## src/rtl/hyperbus_arbiter.sv

```systemverilog
// Two-requester round-robin arbiter in front of a Hyperbus controller.
// Define HYPERBUS_ARB_TIMEOUT_EN to abort transfers that stall for TIMEOUT cycles.
module hyperbus_arbiter #(
  parameter int HBUS_ADDR_WIDTH = 32,
  parameter int HBUS_DATA_WIDTH = 16,
  parameter int TURN_CYCLES     = 2,
  parameter int TIMEOUT         = 255
) (
  input  logic                         hbus_clk,
  input  logic                         hbus_rst_n,
  output logic [HBUS_ADDR_WIDTH-1:0]   hbus_adr_o,
  output logic [HBUS_DATA_WIDTH-1:0]   hbus_dat_o,
  input  logic [HBUS_DATA_WIDTH-1:0]   hbus_dat_i,
  output logic                         hbus_rrq,
  output logic                         hbus_wrq,
  input  logic                         hbus_ready,
  input  logic                         hbus_valid,
  input  logic                         hbus_busy,
  input  logic [1:0]                   m_rrq,
  input  logic [1:0]                   m_wrq,
  output logic [1:0]                   m_gnt,
  output logic [1:0]                   m_ready,
  output logic [1:0]                   m_valid,
  output logic [1:0]                   m_done,
  output logic [1:0]                   m_err,
  input  logic [2*HBUS_ADDR_WIDTH-1:0] m_adr_i,
  input  logic [15:0]                  m_len_i,
  input  logic [2*HBUS_DATA_WIDTH-1:0] m_dat_i,
  output logic [HBUS_DATA_WIDTH-1:0]   m_dat_o
);

  localparam int AW = HBUS_ADDR_WIDTH;
  localparam int DW = HBUS_DATA_WIDTH;
  localparam int TW = (TURN_CYCLES > 2) ? $clog2(TURN_CYCLES) : 1;
  localparam logic [TW-1:0] TLAST =
    TW'((TURN_CYCLES > 0) ? TURN_CYCLES - 1 : 0);

  typedef enum logic [1:0] {
    IDLE,
    XFER,
    TURN
  } state_t;

  state_t          state, state_n;
  logic            sel, sel_n;
  logic            last, last_n;
  logic            rd, rd_n;
  logic [7:0]      cnt, cnt_n;
  logic [AW-1:0]   adr_n;
  logic            rrq_n, wrq_n;
  logic [1:0]      gnt_n, done_n;
  logic [TW-1:0]   turn, turn_n;
  logic [1:0]      req;
  logic            win;
  logic            xfer;
  logic            beat;
  logic            tmo;

  assign req  = m_rrq | m_wrq;
  // On contention the requester that was not granted last wins.
  assign win  = (req == 2'b11) ? ~last : req[1];
  assign xfer = (state == XFER);
  assign beat = rd ? hbus_valid : hbus_ready;

`ifdef HYPERBUS_ARB_TIMEOUT_EN
  localparam int SW = $clog2(TIMEOUT + 1);
  logic [SW-1:0] stall, stall_n;
  logic [1:0]    err_q, err_n;
  assign tmo   = (stall == SW'(TIMEOUT)) && !beat;
  assign m_err = err_q;
`else
  assign tmo   = 1'b0;
  assign m_err = 2'b00;
`endif

  always_comb begin
    state_n = state;
    sel_n   = sel;
    last_n  = last;
    rd_n    = rd;
    cnt_n   = cnt;
    adr_n   = hbus_adr_o;
    rrq_n   = hbus_rrq;
    wrq_n   = hbus_wrq;
    gnt_n   = m_gnt;
    done_n  = 2'b00;
    turn_n  = turn;
`ifdef HYPERBUS_ARB_TIMEOUT_EN
    stall_n = stall;
    err_n   = 2'b00;
`endif
    unique case (state)
      IDLE: begin
        if (!hbus_busy && |req) begin
          state_n = XFER;
          sel_n   = win;
          last_n  = win;
          rd_n    = m_rrq[win];
          cnt_n   = win ? m_len_i[15:8] : m_len_i[7:0];
          adr_n   = win ? m_adr_i[2*AW-1:AW] : m_adr_i[AW-1:0];
          rrq_n   = m_rrq[win];
          wrq_n   = !m_rrq[win];
          gnt_n   = win ? 2'b10 : 2'b01;
`ifdef HYPERBUS_ARB_TIMEOUT_EN
          stall_n = '0;
`endif
        end
      end
      XFER: begin
        if (beat || tmo) begin
          cnt_n = cnt - 8'd1;
          if (tmo || cnt == 8'd0) begin
            state_n = TURN;
            cnt_n   = 8'd0;
            rrq_n   = 1'b0;
            wrq_n   = 1'b0;
            gnt_n   = 2'b00;
            turn_n  = '0;
            if (!tmo) begin
              done_n = m_gnt;
            end
`ifdef HYPERBUS_ARB_TIMEOUT_EN
            else begin
              err_n = m_gnt;
            end
`endif
          end
`ifdef HYPERBUS_ARB_TIMEOUT_EN
          stall_n = '0;
        end else begin
          stall_n = stall + 1'b1;
`endif
        end
      end
      TURN: begin
        if (turn >= TLAST && !hbus_busy) begin
          state_n = IDLE;
        end else if (turn < TLAST) begin
          turn_n = turn + 1'b1;
        end
      end
      default: state_n = IDLE;
    endcase
  end

  always_ff @(posedge hbus_clk) begin
    if (!hbus_rst_n) begin
      state      <= IDLE;
      sel        <= 1'b0;
      last       <= 1'b1;
      rd         <= 1'b0;
      cnt        <= 8'd0;
      hbus_adr_o <= '0;
      hbus_rrq   <= 1'b0;
      hbus_wrq   <= 1'b0;
      m_gnt      <= 2'b00;
      m_done     <= 2'b00;
      turn       <= '0;
`ifdef HYPERBUS_ARB_TIMEOUT_EN
      stall      <= '0;
      err_q      <= 2'b00;
`endif
    end else begin
      state      <= state_n;
      sel        <= sel_n;
      last       <= last_n;
      rd         <= rd_n;
      cnt        <= cnt_n;
      hbus_adr_o <= adr_n;
      hbus_rrq   <= rrq_n;
      hbus_wrq   <= wrq_n;
      m_gnt      <= gnt_n;
      m_done     <= done_n;
      turn       <= turn_n;
`ifdef HYPERBUS_ARB_TIMEOUT_EN
      stall      <= stall_n;
      err_q      <= err_n;
`endif
    end
  end

  // Beat handshakes and data are steered combinationally to the owner.
  assign m_valid = (xfer && rd) ?
    {sel & hbus_valid, ~sel & hbus_valid} : 2'b00;
  assign m_ready = (xfer && !rd) ?
    {sel & hbus_ready, ~sel & hbus_ready} : 2'b00;
  assign m_dat_o = (xfer && rd) ? hbus_dat_i : '0;
  assign hbus_dat_o = (xfer && !rd) ?
    (sel ? m_dat_i[2*DW-1:DW] : m_dat_i[DW-1:0]) : '0;

endmodule
```

## config.mk

```make
export PLATFORM = sky130hd
export DESIGN_NAME = hyperbus_arbiter
export DESIGN_NICKNAME = d
export VERILOG_FILES = /design/src/rtl/hyperbus_arbiter.sv
export SDC_FILE = /design/constraint.sdc
export NUM_CORES = 1
export LEC_CHECK = 0
export CORE_MARGIN = 3
export CORE_UTILIZATION = 36
export DETAILED_ROUTE_END_ITERATION = 8
export GPL_ROUTABILITY_DRIVEN = 0
export GPL_TIMING_DRIVEN = 0
export PLACE_DENSITY = 0.88
export REMOVE_ABC_BUFFERS = 1
export SLEW_MARGIN = 20
export SYNTH_ARGS = -nofsm -noshare
export SYNTH_HDL_FRONTEND = slang
export SYNTH_SLANG_ARGS = --single-unit
```

## constraint.sdc

```tcl
create_clock -name hbus_clk -period 2.4 [get_ports hbus_clk]
set_input_delay 0.72 -clock hbus_clk [delete_from_list [all_inputs] [get_ports hbus_clk]]
set_output_delay 0.72 -clock hbus_clk [all_outputs]
set_load 0.05 [all_outputs]
```

==> impl_metrics.yaml <==
sta:
  relSlewSlack_pct: 59.4
  worst_slew_pin_slew_ns: 0.592
  rsz0062_at_grt: "true"
  hold_viol: 0
  fmax_ghz: 0.417
  finalSetupViolCount: 0
  slew_viol_final: 0
  tns_ns: 0
  fin_ws_ns: 0.00296
  finClkSkew_ns: 0.0103
  min_period_ns: 2.40
  period_share_pct: 99.9
routing:
  drc: 0
  drtAntennaViolNets: 0
  vias_per_cell: 5.40
  routedWlPerCell_um: 17.7
  drt-total-wl_um: 12300
  drtIter0Drc: 142
  num_vias: 3742
  dr.pass1.iters: 4
logic_synthesis:
  ys_seq_area_share_pct: 34.2
  ys_warn_count: 0
  synth_edf_count: 0
  synthFlopType: "dfxtp_1"
  synth_cells: 396
  synth.area.top_cells: "dfxtp_1, nand2_1, a311oi_1"
  synthArstFlopShare_pct: 0
  synth_cell_type_count: 53
  yosysTopAreaCellShare_pct: 34.2
  ys_seq_elements: 52
  synth.largest_area_cell: "dfxtp_1"
  syn_area_um2: 3040
  synth_area_per_cell_um2: 7.68
cts:
  root_buffer: "clkbuf_8"
  cts_tree: "built"
  cts.sinks: 52
  clk_pin_slew_ns: 0.10
  htreeDepth: 2
  clk_latency_ns: 0.30
  numCtsBuffers: 5
  clock_path_buffers: 2
  hold_buffers: 0
setup_path:
  cp-start-kind: "primary input"
  r2r-end: "turn"
  cp-startpoint: "m_dat_i[27]"
  endpoint_kind: "primary output"
  crit_type: "primary input to primary output"
  cp_data_arrival_time_ns: 1.68
  critPathMaxFanout: 1
  r2r_setup_slack_ns: 0.39
  r2r-start: "cnt[0]"
  ff2ff_path_depth: 6
  crit_required_ns: 1.68
global_routing:
  antenna_found_initial: 0
  grt_pass1_wl_um: 18900
  grt_max_degree: 43
  grt_pass1_vias: 3767
  grt_overflow_total: 0
  grt.total_usage_pct: 24.2
final_layout:
  num_antenna_cells: 0
  final_cells: 693
  areaGrowthSynthToFinish_pct: 74.2
  finalNetCount: 729
  drive_gt1_share_pct: 13.4
power:
  power_density_nw_per_um2: 621
  finalPower_mw: 3.29
  vdd_drop_max_uv: 404
  p_leak_nw: 2.12
worst_hold_path:
  hold_depth: 2
  hold_class: "flip-flop to flip-flop"
  hold_start: "hbus_wrq"
  hold_end: "hbus_wrq"
place:
  portBuffers: 210
  post-place-cells: 677
  preCtsSetupSlack_ns: -0.996
  place.detailed.hpwl_um: 9230
floorplan:
  rows: 32
  dieArea_um2: 9590
  die_w_um: 97.9
  initial_utilization_pct: 38.2
  ioPinCount: 213
  chipHeight_um: 97.9
  coreArea_um2: 7970
run_status:
  status: "completed"
run:
  maxCapViolations: 0
critical path, stage by stage:
cell	delay, ns
clkdlybuf4s50_1	0.47
mux2i_1	0.10
nor2_2	0.19
buf_6	0.19
power breakdown:
group	internal, mW	switching (mW)
Clock	0.369	0.293
Combinational	0.640	0.920
Sequential	0.970	0.0971
synth_stat cells (7+ instances only):
library cell and number:
nand3_1 9, and3_1 18, mux2i_1 17, inv_1 7, a311oi_1 32, nor3_1 10
clkbuf_1 16, nor2_1 58, nand2_1 76, o21ai_0 8, buf_2 14, dfxtp_1 52
a21oi_1 10
how the worst max path moves through the flow:
stage                     end  slack [ns]  cells past startpoint
4_1_cts         hbus_dat_o[3]       -0.08                      4
5_1_grt        hbus_dat_o[11]       -0.04                      4
2_1_floorplan      m_ready[0]       -1.40                      3
3_3_place_gp         m_gnt[1]       -2.82                      5
3_5_place_dp   hbus_dat_o[11]        -1.0                      4
6_report       hbus_dat_o[11]       0.003                      4
metrics by stage:
| step | hold WS (ns) | utilization, % | instance area [µm²] |
|---|---|---|---|
| floorplan | 0.460 | - | 2870 |
| CTS | 0.482 | 65.6 | 5230 |
| global placement | 0.469 | 64.0 | 5100 |
| global route | 0.516 | 66.5 | 5300 |
| finish | 0.488 | 66.5 | 5300 |
| detailed placement | 0.468 | 65.0 | 5180 |
layer usage:
metal | wire (µm) | track usage (%) | share of wire, %
met5 | 0 | 0 | 0
met3 | 1400 | 9.21 | 11
met2 | 6430 | 46.1 | 52
met4 | 314 | 7.88 | 2.6
met1 | 4130 | 23.7 | 34
timing repair:
action                                  CTS  global route
pin swaps                                 1             2
gates cloned                              1             0
resized for setup                       194            21
setup buffers                             3             4
endpoints found under the setup margin   71            63
layout make-up:
| cell class | count | area (µm²) |
|---|---|---|
| Inverter | 8 | 32.5 |
| Sequential cell | 52 | 1040 |
| Fill cell | 644 | 2670 |
| Tap cell | 102 | 128 |
| Timing Repair Buffer | 220 | 2100 |
| Multi-Input combinational cell | 303 | 1870 |
| Clock inverter | 1 | 30.0 |
| Clock buffer | 7 | 96.3 |
sequential cells by signal (all words and copies together), names as in the netlist:
signal	cells
hbus_rrq	1
hbus_wrq	1
turn	1
last	1
rd	1
state	2
m_gnt	2
sel	1
cnt	8
m_done	2
hbus_adr_o	32
logic make-up (layout without fill, tap and decap cells):
group,Yosys count,after routing,synth area share [%]
other,1,2,0.123
multiplexers,18,18,5.96
AND/OR/NAND/NOR,195,196,29.8
adder cells (fa/ha/maj),2,2,0.822
buffers and inverters,43,236,6.74
AO/OA/AOI/OAI,85,85,22.4
flip-flops,52,52,34.2
placed cells by master (no fill, tap or decap), drive strengths merged, types with 3 or more instances in the layout:
| cell type | instances |
|---|---|
| nor4 | 3 |
| nor2 | 60 |
| dfxtp | 52 |
| o21ai | 11 |
| nor3 | 11 |
| clkdlybuf4s50 | 171 |
| and3 | 18 |
| or3 | 4 |
| nand3 | 9 |
| nand2b | 6 |
| o21a | 4 |
| inv | 8 |
| a21oi | 10 |
| mux2i | 17 |
| buf | 41 |
| a311oi | 32 |
| a211oi | 4 |
| nand2 | 76 |
| clkbuf | 12 |
| o31a | 3 |
(Power assumes the default switching activity.)
